`config.mk`:
```
export PLATFORM = sky130hd
export DESIGN_NAME = song_sequencer
export DESIGN_NICKNAME = d
export VERILOG_FILES = /design/src/rtl/song_pkg.sv /design/src/rtl/tick_gen.sv /design/src/rtl/song_sequencer.sv
export SDC_FILE = /design/constraint.sdc
export NUM_CORES = 1
export LEC_CHECK = 0
export ABC_CLOCK_PERIOD_IN_PS = 2000
export BUFFER_PORTS_ARGS = -buffer_cell sky130_fd_sc_hd__buf_2
export CORE_MARGIN = 10
export CORE_UTILIZATION = 51
export DETAILED_ROUTE_END_ITERATION = 12
export PLACE_DENSITY = 0.85
export SLEW_MARGIN = 40
export SYNTH_ARGS = -nofsm -noshare
export SYNTH_HDL_FRONTEND = slang
export SYNTH_SLANG_ARGS = --single-unit
```
`constraint.sdc`:
```
create_clock -name clk -period 2 [get_ports clk]
set_input_delay 0.2 -clock clk [delete_from_list [all_inputs] [get_ports clk]]
set_output_delay 0.2 -clock clk [all_outputs]
set_load 0.005 [all_outputs]
```
`src/rtl/song_pkg.sv`:
```
// Shared types and constants for the song sequencer and its tick prescaler.
package song_pkg;

    typedef logic [6:0]  pitch_t;
    typedef logic [10:0] index_t;
    typedef logic [7:0]  dur_t;

    typedef enum logic [1:0] {
        ST_IDLE = 2'd0,
        ST_LOAD = 2'd1,
        ST_HOLD = 2'd2,
        ST_DONE = 2'd3
    } seq_state_t;

    localparam dur_t END_DUR = 8'd0;

    // A zero duration in the ROM marks the end of the song.
    function automatic logic is_end_marker(input dur_t dur);
        return (dur == END_DUR);
    endfunction

endpackage

```
`src/rtl/tick_gen.sv`:
```
// Duration-tick prescaler: pulses once every TICK_CYCLES clocks while not cleared.
module tick_gen #(
    parameter int TICK_CYCLES = 500000
) (
    input  logic clk,
    input  logic reset,
    input  logic clear,
    output logic tick
);

    localparam int CW = (TICK_CYCLES > 1) ? $clog2(TICK_CYCLES) : 1;

    logic [CW-1:0] r_cnt;
    logic          w_wrap;

    assign w_wrap = (r_cnt == CW'(TICK_CYCLES - 1));
    assign tick   = w_wrap && !clear;

    // Free-running count that restarts on wrap or whenever the sequencer is not holding a note.
    always_ff @(posedge clk) begin
        if (reset || clear) begin
            r_cnt <= '0;
        end else if (w_wrap) begin
            r_cnt <= '0;
        end else begin
            r_cnt <= r_cnt + CW'(1);
        end
    end

endmodule

```
`src/rtl/song_sequencer.sv`:
```
// Steps the song ROMs note by note, holding each pitch for its programmed number of ticks.
module song_sequencer
    import song_pkg::*;
#(
    parameter int TICK_CYCLES = 500000,
    parameter int MAX_NOTES   = 2048
) (
    input  logic         clk,
    input  logic         reset,
    input  logic         play,
    input  logic         stop,
    input  logic         loop,
    output logic [10:0]  note_index,
    input  logic [6:0]   note_pitch,
    input  logic [7:0]   note_dur,
    output logic [6:0]   pitch_out,
    output logic         note_on,
    output logic         playing,
    output logic         done
);

    localparam index_t LAST_INDEX = index_t'(MAX_NOTES - 1);

    seq_state_t r_state;
    index_t     r_index;
    pitch_t     r_pitch;
    dur_t       r_dur_cnt;
    logic       r_note_on;
    logic       r_playing;
    logic       r_done;
    logic       w_tick;
    logic       w_clear;

    // The prescaler only runs in HOLD, so every note starts a fresh tick period.
    assign w_clear = stop || (r_state != ST_HOLD);

    tick_gen #(
        .TICK_CYCLES (TICK_CYCLES)
    ) u_tick_gen (
        .clk   (clk),
        .reset (reset),
        .clear (w_clear),
        .tick  (w_tick)
    );

    // Sequencer FSM with all outputs registered alongside the state.
    always_ff @(posedge clk) begin
        if (reset) begin
            r_state   <= ST_IDLE;
            r_index   <= 11'd0;
            r_pitch   <= 7'd0;
            r_dur_cnt <= 8'd0;
            r_note_on <= 1'b0;
            r_playing <= 1'b0;
            r_done    <= 1'b0;
        end else if (stop) begin
            r_state   <= ST_IDLE;
            r_index   <= 11'd0;
            r_pitch   <= 7'd0;
            r_dur_cnt <= 8'd0;
            r_note_on <= 1'b0;
            r_playing <= 1'b0;
            r_done    <= 1'b0;
        end else begin
            r_done <= 1'b0;
            case (r_state)
                ST_IDLE: begin
                    r_index   <= 11'd0;
                    r_pitch   <= 7'd0;
                    r_note_on <= 1'b0;
                    if (play) begin
                        r_state   <= ST_LOAD;
                        r_playing <= 1'b1;
                    end else begin
                        r_playing <= 1'b0;
                    end
                end
                ST_LOAD: begin
                    if (is_end_marker(note_dur)) begin
                        if (loop) begin
                            r_index <= 11'd0;
                        end else begin
                            r_state   <= ST_DONE;
                            r_done    <= 1'b1;
                            r_index   <= 11'd0;
                            r_pitch   <= 7'd0;
                            r_note_on <= 1'b0;
                            r_playing <= 1'b0;
                        end
                    end else begin
                        r_pitch   <= note_pitch;
                        r_note_on <= (note_pitch != 7'd0);
                        r_dur_cnt <= note_dur;
                        r_state   <= ST_HOLD;
                    end
                end
                ST_HOLD: begin
                    if (w_tick) begin
                        r_dur_cnt <= r_dur_cnt - 8'd1;
                        if (r_dur_cnt == 8'd1) begin
                            // Pitch stays on the line through LOAD; only the gate drops.
                            r_note_on <= 1'b0;
                            if (r_index == LAST_INDEX) begin
                                if (loop) begin
                                    r_index <= 11'd0;
                                    r_state <= ST_LOAD;
                                end else begin
                                    r_state   <= ST_DONE;
                                    r_done    <= 1'b1;
                                    r_index   <= 11'd0;
                                    r_pitch   <= 7'd0;
                                    r_playing <= 1'b0;
                                end
                            end else begin
                                r_index <= r_index + 11'd1;
                                r_state <= ST_LOAD;
                            end
                        end
                    end
                end
                ST_DONE: begin
                    r_state <= ST_IDLE;
                end
                default: begin
                    r_state <= ST_IDLE;
                end
            endcase
        end
    end

    assign note_index = r_index;
    assign pitch_out  = r_pitch;
    assign note_on    = r_note_on;
    assign playing    = r_playing;
    assign done       = r_done;

endmodule

```
==> summary.txt, run 1 <==
Status
  • Outcome: complete, but fails checks
  • Failing checks: setup timing

Logic synthesis
  • Synth top area cells: dfxtp_1 39%, nor2_1 5.4%, xor2_1 4.8%
  • Synth top cells by count: 50 x dfxtp_1, 37 x nor2_1, 25 x nand2_1
  • Synthesized cell area: 2560 um2
  • Register area share after synthesis: 39.1%
  • Ys flop type: dfxtp_1
  • Most frequent cell after synthesis: dfxtp_1
  • Top cell type's share of synthesized area: 39.1%
  • Ys Warns: 0
  • Synthesized net count: 333
  • Unique masters post-synth: 50
  • Synth Instances: 305
  • Synth Register Bits: 50
  • Number of synthesized flops with an enable pin: 0
  • Mean post-synth cell area: 8.40 um2
  • Post-synth ARST share: 0%
  • Synth area leader: dfxtp_1

Finish
  • Finished Layout Cells: 460
  • Final std cell area, no fill: 3420 um2
  • ANT cells: 0
  • Fraction of layout cells with a size suffix above 1: 33.1%
  • Nets: 420
  • Final core utilization: 71.5%
  • Synthesis-to-finish area growth: 33.5%

Place
  • Post-place setup slack: -0.0883 ns
  • Inst Count DP: 445
  • Final GP Congestion: 0.921
  • Port Buf Inserts: 40
  • Placed cell area: 3180 um2
  • DPL Wire Length: 5260 um

Clocking
  • CTS tree: built
  • CTS Sinks: 50
  • Inserted Clock Buffers: 5
  • H-Tree Level Count: 2
  • Clock root buffer: clkbuf_8
  • Clk_lat worst skew: 0.31 ns
  • CTS clock-pin slew for the worst setup and hold paths: 0.10 ns
  • Clock Path Buffers: 2
  • # hold bufs at CTS: 0

Global routing
  • Total gr overflow: 0
  • Vias in the first global route: 2587
  • First-pass GRT wire length: 12000 um
  • Largest net degree at the start of global routing: 19
  • Initial antenna violation count: 0
  • GRT Util Overall: 16.9%

Worst setup path
  • CP Max Fanout: 2
  • CP Capture Type: register
  • Arrival time worst endpoint: 2.26 ns
  • Kind of critical path: register to register
  • Required @ worst endpoint: 2.23 ns
  • R2r setup slk: -0.03 ns
  • Crit start category: register
  • Reg2reg path depth: 8

Timing
  • TNS Setup: -0.0750 ns
  • Final critical-path setup slack: -0.0315 ns
  • Max transition margin: 68.5%
  • RSZ-0062 raised after global routing: yes
  • Hold Slack: 0.112 ns
  • Fmax: 492 MHz
  • Setup Viol. Count Final: 4
  • Final hold violation count: 0
  • Min Tclk post-route: 2.03 ns
  • Final Slew Violations: 0
  • Measured slew at the worst slew-check pin: 0.471 ns
  • Final Skew: 0.0107 ns
  • Post-route clock period utilization: 102%

Drt
  • Drc violations: 0
  • Via density: 5.84
  • Final wirelength: 7270 um
  • Drt pass-1 iters: 5
  • Avg WL per Cell: 15.8 um
  • 1st-iter DRT viols: 207
  • Remaining antenna violation count after routing: 0
  • Vias: 2685

Hold path
  • Hold Path Depth: 2
  • Min-Delay Path Class: input pin to register

Power and ir drop
  • Static Leakage: 1.39 nW
  • Power per cell area: 524 nW/um2
  • PnR Total Power: 1.79 mW
  • Max VDD drop: 449 uV

Floorplanning
  • Die H: 90.9 um
  • Boundary Pins: 41
  • Rows: 25
  • Die width: 90.9 um
  • CORE AREA: 4790 um2
  • Die area: 8260 um2
  • Initial Utilization: 53.5%

Run
  • Maxcap violations: 0
flip-flops by register name, indices dropped and copies added (netlist names):
name	count
pitch_out	7
playing	1
r_state	2
u_tick_gen.r_cnt	19
note_index	11
done	1
r_dur_cnt	8
note_on	1
power by group:
group | total, mW | switching, mW | internal [mW]
clock network | 0.627 | 0.348 | 0.279
registers | 1.01 | 0.00559 | 1.00
logic | 0.161 | 0.0917 | 0.0696
final timing paths:
kind | to | start
setup / recovery | r_state[1] | r_dur_cnt[6]
hold / removal | done | loop
setup reg to reg | r_state[1] | r_dur_cnt[6]
hold reg to reg | pitch_out[1] | pitch_out[1]
critical path: stages, from the launching register on:
cell and delay (ns):
dfxtp_2 0.35, nor4_4 0.28, nand4_1 0.15, buf_6 0.15, o31ai_4 0.28, buf_6 0.15, nand2_2 0.05, or4_1 0.47
o31ai_1 0.07
placed cells by master, fill, tap and decap left out, types with 6 or more instances in the layout:
master    count
buf_4        44
dfxtp_1      43
buf_2        40
nor2_1       37
nand2_1      23
nand3_1      18
o21ai_0      17
a21oi_1      17
xor2_1       14
inv_1         9
nor3_1        7
a22o_1        7
ha_1          7
xnor2_1       6
nand4_1       6
clkbuf_8      6
dfxtp_2       6
layer usage:
metal / part of all wire [%] / GRT usage (%) / vias up
li1: - / - / 1289
met1: 45 / 20.4 / 1256
met2: 45 / 28.2 / 119
met3: 7.5 / 4.41 / 21
met4: 2.5 / 6.14 / 0
met5: 0 / 0 / -
layout make-up:
cell class,instances,area [um2]
Inverter,10,37.5
Fill cell,346,1360
Tap cell,67,83.8
Clock inverter,2,12.5
Timing Repair Buffer,89,587
Clock buffer,6,82.6
Sequential cell,50,1010
Multi-Input combinational cell,236,1610
kinds of logic after synthesis:
kind of cell               share of synthesized area, %
DFF                                                39.1
xor gates and xnor gates                           6.84
and+or+nand+nor                                    29.7
buffers and inverters                              3.08
adders and majority gates                          3.91
AOI/OAI and AO/OA                                  17.4
timing repair:
action                     in CTS  in global routing
gates resized for setup         5                 21
pin swaps                       4                 20
setup buffers                   4                  4
setup endpoints to repair       8                 24
No activity file was read; power rests on OpenSTA's default activity.
==> run 2: changes to the inputs <==
--- a/config.mk
+++ b/config.mk
@@ -5,12 +5,12 @@
 export SDC_FILE = /design/constraint.sdc
 export NUM_CORES = 1
 export LEC_CHECK = 0
-export ABC_CLOCK_PERIOD_IN_PS = 2000
+export ABC_CLOCK_PERIOD_IN_PS = 2100
 export BUFFER_PORTS_ARGS = -buffer_cell sky130_fd_sc_hd__buf_2
 export CORE_MARGIN = 10
-export CORE_UTILIZATION = 51
+export CORE_UTILIZATION = 56
 export DETAILED_ROUTE_END_ITERATION = 12
-export PLACE_DENSITY = 0.85
+export PLACE_DENSITY = 0.88
 export SLEW_MARGIN = 40
 export SYNTH_ARGS = -nofsm -noshare
 export SYNTH_HDL_FRONTEND = slang
==> constraint.sdc (replaced) <==
create_clock -name clk -period 2.1 [get_ports clk]
set_input_delay 0.21 -clock clk [delete_from_list [all_inputs] [get_ports clk]]
set_output_delay 0.21 -clock clk [all_outputs]
set_load 0.005 [all_outputs]
==> run 2 against run 1 <==
Compared with the run above:
- the flow still finishes with violations (setup timing)
- register-to-register slack got worse by 0.02 ns
- cell count decreased by 5.2%
- via count is 3.5% lower
- non-clock buffer count shrank 8
- fmax down 5.6%
- sequential cell count unchanged
- utilization increased by 3.0 points
- clock power is 15% lower
- combinational power down 9%
- hold slack improved by 0.031 ns
- critical path type unchanged
- critical endpoint is now note_index[0]
- highest routed layer unchanged
==> summary.txt, run 2 (same netlist as run 1, synthesis figures left out) <==
Clocking
  • CTS clock-pin slew for the worst setup and hold paths: 0.09 ns (about the same)
  • Clock root buffer: clkbuf_8
  • H-Tree Level Count: 2 (unchanged)
  • Inserted Clock Buffers: 5 (unchanged)
  • Clk_lat worst skew: 0.30 ns (about the same)
  • # hold bufs at CTS: 0 (unchanged)
  • Clock Path Buffers: 2 (unchanged)
  • CTS Sinks: 50 (unchanged)
  • CTS tree: built

Power and ir drop
  • Static Leakage: 1.32 nW (-5.2%)
  • Seq pwr share: 58.6% (+2.5 points)
  • Internal: 1.24 mW (-8.0%)
  • Net Sw Power: 395 uW (-11%)
  • Max VDD drop: 308 uV (-31%)
  • Power per cell area: 501 nW/um2 (-4.5%)
  • PnR Total Power: 1.64 mW (-8.8%)
  • Clock Power Share: 32.5% (-2.4 points)
  • Net Sw Frac: 24.2% (-0.65 points)
  • Part of the power in combinational logic: 8.9% (about the same)

Finish
  • Leading cell type in the layout, fill and taps excluded: dfxtp_1
  • Synthesis-to-finish area growth: 27.5%
  • ANT cells: 0 (unchanged)
  • Finished Layout Cells: 436 (-5.2%)
  • Nets: 412 (-1.9%)
  • Max reg flops: 19 (unchanged)
  • Fraction of layout cells with a size suffix above 1: 29.2% (-3.9 points)
  • Biggest register: u_tick_gen.r_cnt
  • Final std cell area, no fill: 3270 um2 (-4.5%)
  • Most frequent cells in the layout: 49 x dfxtp_1, 40 x buf_2, 39 x buf_4

Worst setup path
  • R2r setup slk: -0.05 ns (-0.02 ns)
  • Critical Path Source: u_tick_gen.r_cnt[1]
  • CP Max Fanout: 7 (+5)
  • Crit-path cells: ha_1 -> and4_4 -> nand4_4 -> o31ai_4 -> nand2_4 -> or4_1 -> a21oi_1
  • R2R Path Start: u_tick_gen.r_cnt[1]
  • Slowest cell on crit path: or4_1
  • Kind of critical path: register to register
  • Arrival time worst endpoint: 2.38 ns (+0.12 ns)
  • Crit start category: register
  • CP endpoint: note_index[0]
  • Reg-to-reg endpoint: note_index[0]
  • Required @ worst endpoint: 2.33 ns (+0.10 ns)
  • Reg2reg path depth: 7 (-1)
  • CP Capture Type: register
  • Max stage delay on crit path: 0.49 ns (+0.02 ns)

Drt
  • Final wirelength: 6800 um (-6.4%)
  • Remaining antenna violation count after routing: 0 (unchanged)
  • Drc violations: 0 (unchanged)
  • Avg WL per Cell: 15.6 um (-1.3%)
  • Drt pass-1 iters: 4 (-1)
  • Vias: 2590 (-3.5%)
  • Via density: 5.94 (+1.8%)
  • 1st-iter DRT viols: 253 (+22%)

Global routing
  • Total gr overflow: 0 (unchanged)
  • Initial antenna violation count: 0 (unchanged)
  • Vias in the first global route: 2447 (-5.4%)
  • Largest net degree at the start of global routing: 19 (unchanged)
  • First-pass GRT wire length: 11100 um (-7.2%)
  • GRT Util Overall: 17.1% (+0.18 points)

Timing
  • Final Skew: 0.00995 ns (-0.000741 ns)
  • RSZ-0062 raised after global routing: yes
  • Final hold violation count: 0 (unchanged)
  • Final critical-path setup slack: -0.0527 ns (-0.0212 ns)
  • Setup Viol. Count Final: 1 (-3)
  • Min Tclk post-route: 2.15 ns (+0.121 ns)
  • Final Slew Violations: 0 (unchanged)
  • Post-route clock period utilization: 103% (+0.93 points)
  • Max transition margin: 66.3% (-2.2 points)
  • Fmax: 465 MHz (-5.6%)
  • TNS Setup: -0.0527 ns (+0.0223 ns)
  • Measured slew at the worst slew-check pin: 0.503 ns (+0.0327 ns)

Place
  • DPL Wire Length: 4910 um (-6.7%)
  • Placed cell area: 3060 um2 (-3.5%)
  • Port Buf Inserts: 40 (unchanged)
  • Final GP Congestion: 0.938 (+1.9%)
  • Inst Count DP: 423 (-4.9%)

Floorplanning
  • Rows: 24 (-4.0%)
  • Initial Utilization: 58.4% (+4.9 points)
  • Die width: 87.6 um (-3.6%)
  • Boundary Pins: 41 (unchanged)
  • Die H: 87.6 um (-3.6%)
  • CORE AREA: 4380 um2 (-8.4%)
  • Die area: 7680 um2 (-7.0%)

Run
  • Maxcap violations: 0 (unchanged)

Hold path
  • Min-Delay Path Class: input pin to register

Status
  • Failing checks: setup timing
  • Outcome: complete, but fails checks
[run 2: changes by cell type in the layout (fill, tap and decap cells not counted), moves of 2 or more]
cell / previous run / this run
dfxtp_1: 43 / 49
buf_4: 44 / 39
dfxtp_2: 6 / 1
buf_6: 5 / 2
nand2_1: 23 / 25
nand2_2: 2 / 0
o21ai_0: 17 / 19
o21ai_1: 5 / 3
[run 2: worst max-delay path: cells and delay by family, from the launching register on]
family,cells,cell delay (ns)
DFF,1,0.36
adders and majority gates,1,0.18
AOI/OAI and AO/OA,2,0.55
and+or+nand+nor,4,0.98
[run 2: cell type report]
type                            count  area, um2
Multi-Input combinational cell    236       1570
Fill cell                         304       1120
Sequential cell                    50       1000
Timing Repair Buffer               81        515
Clock buffer                        5       68.8
Tap cell                           52       65.1
Inverter                           10       37.5
Clock inverter                      2       10.0
[run 2: through the flow]
stage,hold WS (ns),util [%],setup WS [ns]
2_1_floorplan,0.289,-,0.0128
3_3_place_gp,0.443,69.9,0.0738
3_5_place_dp,0.446,69.9,0.0165
4_1_cts,0.135,72.0,0.0177
5_1_grt,0.135,74.5,-0.108
6_report,0.143,74.5,-0.0527
[run 2: worst min-delay path by stage]
stage / startpoint / end / slack [ns] / depth (start not counted)
CTS: loop / done / 0.13 / 2
global placement: note_pitch[1] / pitch_out[1] / 0.44 / 2
global route: loop / done / 0.14 / 2
finish: note_pitch[3] / pitch_out[3] / 0.14 / 2
floorplan: loop / done / 0.29 / 1
detailed placement: note_pitch[3] / pitch_out[3] / 0.45 / 2
[run 2: power by group through the flow]
stage / combinational (mW) / sequential, mW / clock, mW
floorplan: 0.0736 / 0.981 / 0
global placement: 0.132 / 0.980 / 0
detailed placement: 0.136 / 0.981 / 0
CTS: 0.137 / 0.958 / 0.536
global route: 0.162 / 0.961 / 0.578
finish: 0.146 / 0.959 / 0.531
[run 2: timing repair]
action | 4_1_cts | 5_1_grt
setup endpoints to repair | 8 | 28
resized for setup | 3 | 15
endpoints found under the hold margin | 0 | 0
buffers inserted | 1 | 5
pin swaps | 4 | 14
[run 2: metal layers]
metal | up-vias | global-route usage [%] | wire [um]
met1 | 1218 | 21.2 | 2930
met4 | 0 | 4.78 | 102
met2 | 93 | 28.6 | 3200
met3 | 13 | 4.36 | 570
met5 | - | 0 | 0
li1 | 1266 | - | -
==> run 3: changes to the inputs <==
--- a/config.mk
+++ b/config.mk
@@ -8,9 +8,9 @@
 export ABC_CLOCK_PERIOD_IN_PS = 2100
 export BUFFER_PORTS_ARGS = -buffer_cell sky130_fd_sc_hd__buf_2
 export CORE_MARGIN = 10
-export CORE_UTILIZATION = 56
+export CORE_UTILIZATION = 55
 export DETAILED_ROUTE_END_ITERATION = 12
-export PLACE_DENSITY = 0.88
+export PLACE_DENSITY = 0.87
 export SLEW_MARGIN = 40
 export SYNTH_ARGS = -nofsm -noshare
 export SYNTH_HDL_FRONTEND = slang
==> run 3 against run 2 <==
Compared with the run above:
- the run still ends with setup timing left
- via count increased by 3.4%
- critical path depth down 1
- hold slack got worse by 0.012 ns
- sequential cell count stayed put
- sequential power hardly changed
- count of clock-buffer cells in the layout up 1
- cell count decreased by 0.46%
- worst setup slack worse by 0.053 ns
- register-to-register slack got worse by 0.05 ns
- clock skew fell by 0.0060 ns
- largest power group unchanged
==> summary.txt, run 3 (same netlist as run 1, synthesis figures left out) <==
Status
  • Outcome: complete, but fails checks
  • Failing checks: setup timing

Finish
  • Nets: 408 (-0.97%)
  • Final std cell area, no fill: 3340 um2 (+2.3%)
  • Most frequent cells in the layout: 46 x dfxtp_1, 40 x buf_2, 37 x nor2_1
  • Fillers: 292 (-3.9%)
  • Fraction of layout cells with a size suffix above 1: 30.7% (+1.5 points)
  • Synthesis-to-finish area growth: 30.5%
  • Max reg flops: 19 (unchanged)
  • Leading cell type in the layout, fill and taps excluded: dfxtp_1
  • Finished Layout Cells: 434 (-0.46%)
  • Biggest register: u_tick_gen.r_cnt
  • Final core utilization: 75.2% (+0.71 points)

Hold path
  • Min-Delay Path Class: input pin to register
  • Hold Path Depth: 2 (unchanged)

Power and ir drop
  • Part of the power in combinational logic: 7.9% (-1.0 points)
  • Net Sw Frac: 21.7% (-2.4 points)
  • Clock Power Share: 42.8% (+10 points)
  • Power per cell area: 583 nW/um2 (+16%)
  • Max VDD drop: 357 uV (+16%)
  • Net Sw Power: 424 uW (+7.1%)
  • Internal: 1.52 mW (+23%)
  • Seq pwr share: 49.2% (-9.4 points)
  • Static Leakage: 1.31 nW (-0.22%)

Worst setup path
  • Max stage delay on crit path: 0.61 ns (+0.12 ns)
  • Crit start category: register
  • Kind of critical path: register to register
  • Arrival time worst endpoint: 2.40 ns (+0.02 ns)
  • CP top delay family: simple AND/OR/NAND/NOR gates
  • Slowest cell on crit path: nor4_1
  • Crit-path cells: nor4b_2 -> nand4_2 -> nor4_1 -> o21ai_0 -> a21oi_1 -> o31ai_2
  • Reg2reg path depth: 6 (-1)
  • Required @ worst endpoint: 2.29 ns (-0.04 ns)
  • Worst Path Buf+Inv: 0 (unchanged)
  • CP Max Fanout: 5 (-2)
  • CP Capture Type: register
  • CP Depth: 6 (-1)

Drt
  • 1st-iter DRT viols: 282 (+11%)
  • Vias: 2677 (+3.4%)
  • Drt pass-1 iters: 5 (+1)
  • Avg WL per Cell: 17.2 um (+10%)
  • Via density: 6.17 (+3.8%)
  • Final wirelength: 7480 um (+10%)
  • Drc violations: 0 (unchanged)
  • Remaining antenna violation count after routing: 0 (unchanged)

Clocking
  • Clock root buffer: clkbuf_8
  • CTS Sinks: 50 (unchanged)
  • Inserted Clock Buffers: 5 (unchanged)
  • H-Tree Level Count: 2 (unchanged)
  • CTS clock-pin slew for the worst setup and hold paths: 0.09 ns (about the same)
  • # hold bufs at CTS: 0 (unchanged)
  • CTS tree: built
  • Clock Path Buffers: 2 (unchanged)
  • Clk_lat worst skew: 0.31 ns (about the same)

Timing
  • Post-route clock period utilization: 105% (+2.5 points)
  • Min Tclk post-route: 2.21 ns (+0.0525 ns)
  • Final critical-path setup slack: -0.105 ns (-0.0525 ns)
  • Final Skew: 0.00400 ns (-0.00595 ns)
  • Measured slew at the worst slew-check pin: 0.579 ns (+0.0752 ns)
  • Final Slew Violations: 0 (unchanged)
  • Fmax: 453 MHz (-2.4%)
  • Max transition margin: 61.1% (-5.2 points)
  • Final hold violation count: 0 (unchanged)
  • RSZ-0062 raised after global routing: yes
  • Hold Slack: 0.131 ns (-0.0122 ns)
  • Setup Viol. Count Final: 3 (+2)

Place
  • Port Buf Inserts: 40 (unchanged)
  • Final GP Congestion: 0.898 (-4.3%)
  • Placed cell area: 3070 um2 (+0.16%)
  • Inst Count DP: 422 (-0.24%)
  • DPL Wire Length: 4860 um (-0.93%)

Floorplanning
  • Initial Utilization: 57.7% (-0.79 points)
  • Boundary Pins: 41 (unchanged)
  • CORE AREA: 4440 um2 (+1.4%)
  • Die area: 7790 um2 (+1.4%)
  • Die width: 88.3 um (+0.70%)
  • Die H: 88.3 um (+0.70%)
  • Rows: 24 (unchanged)

Global routing
  • First-pass GRT wire length: 11400 um (+2.7%)
  • Total gr overflow: 0 (unchanged)
  • Vias in the first global route: 2463 (+0.65%)
  • Initial antenna violation count: 0 (unchanged)
  • Largest net degree at the start of global routing: 19 (unchanged)
  • GRT Util Overall: 18.0% (+0.87 points)

Run
  • Maxcap violations: 0 (unchanged)
run 3: cell types whose count changed in the layout (fill, tap and decap cells not counted), sizes merged:
cell    delta
buf        -4
bufinv     +2
clkinv     -2
clkbuf     +1
diode      +1
run 3: power by group through the flow:
stage          clock [mW]  combinational (mW)  sequential (mW)
4_1_cts             0.836               0.143            0.959
5_1_grt             0.874               0.166            0.960
2_1_floorplan           0              0.0736            0.981
3_3_place_gp            0               0.134            0.980
3_5_place_dp            0               0.138            0.980
6_report            0.834               0.155            0.959
run 3: path summary, 6_finish.rpt:
kind | startpoint | end | slack, ns
worst max-delay path | u_tick_gen.r_cnt[10] | r_state[1] | -0.11
worst min-delay path | note_pitch[4] | pitch_out[4] | 0.13
worst max register to register | u_tick_gen.r_cnt[10] | r_state[1] | -0.11
worst min register to register | pitch_out[3] | pitch_out[3] | 0.48
run 3: layout make-up:
| class | instances | area (um2) | share of cell area, % |
|---|---|---|---|
| multi-input cells | 236 | 1600 | 47.7 |
| flip-flops and latches | 50 | 1010 | 30.1 |
| repair buffers | 77 | 494 | 14.8 |
| clock buffers | 6 | 82.6 | 2.47 |
| well taps | 52 | 65.1 | 1.95 |
| clock inverters | 2 | 60.1 | 1.80 |
| inverters | 10 | 37.5 | 1.12 |
| diodes | 1 | 2.50 | 0.0749 |
run 3: what timing repair did:
action | 4_1_cts | 5_1_grt
resized for setup | 9 | 17
setup buffers | 2 | 1
endpoints found under the setup margin | 15 | 21
pin swaps | 3 | 5
run 3: per-stage QoR:
stage | total power, mW | worst slack (ns) | setup TNS [ns]
final | 1.95 | -0.105 | -0.139
after global routing | 2.00 | -0.119 | -1.08
after detailed placement | 1.12 | -0.00981 | -0.0214
after floorplan | 1.05 | 0.0128 | 0
after CTS | 1.94 | 0.00524 | 0
after global placement | 1.11 | 0.0674 | 0
run 3: layer usage:
| metal | track usage, % | part of all wire, % |
|---|---|---|
| met4 | 7.05 | 2.9 |
| met3 | 5.33 | 10 |
| met5 | 0 | 0 |
| met2 | 29.1 | 45 |
| met1 | 22.0 | 42 |
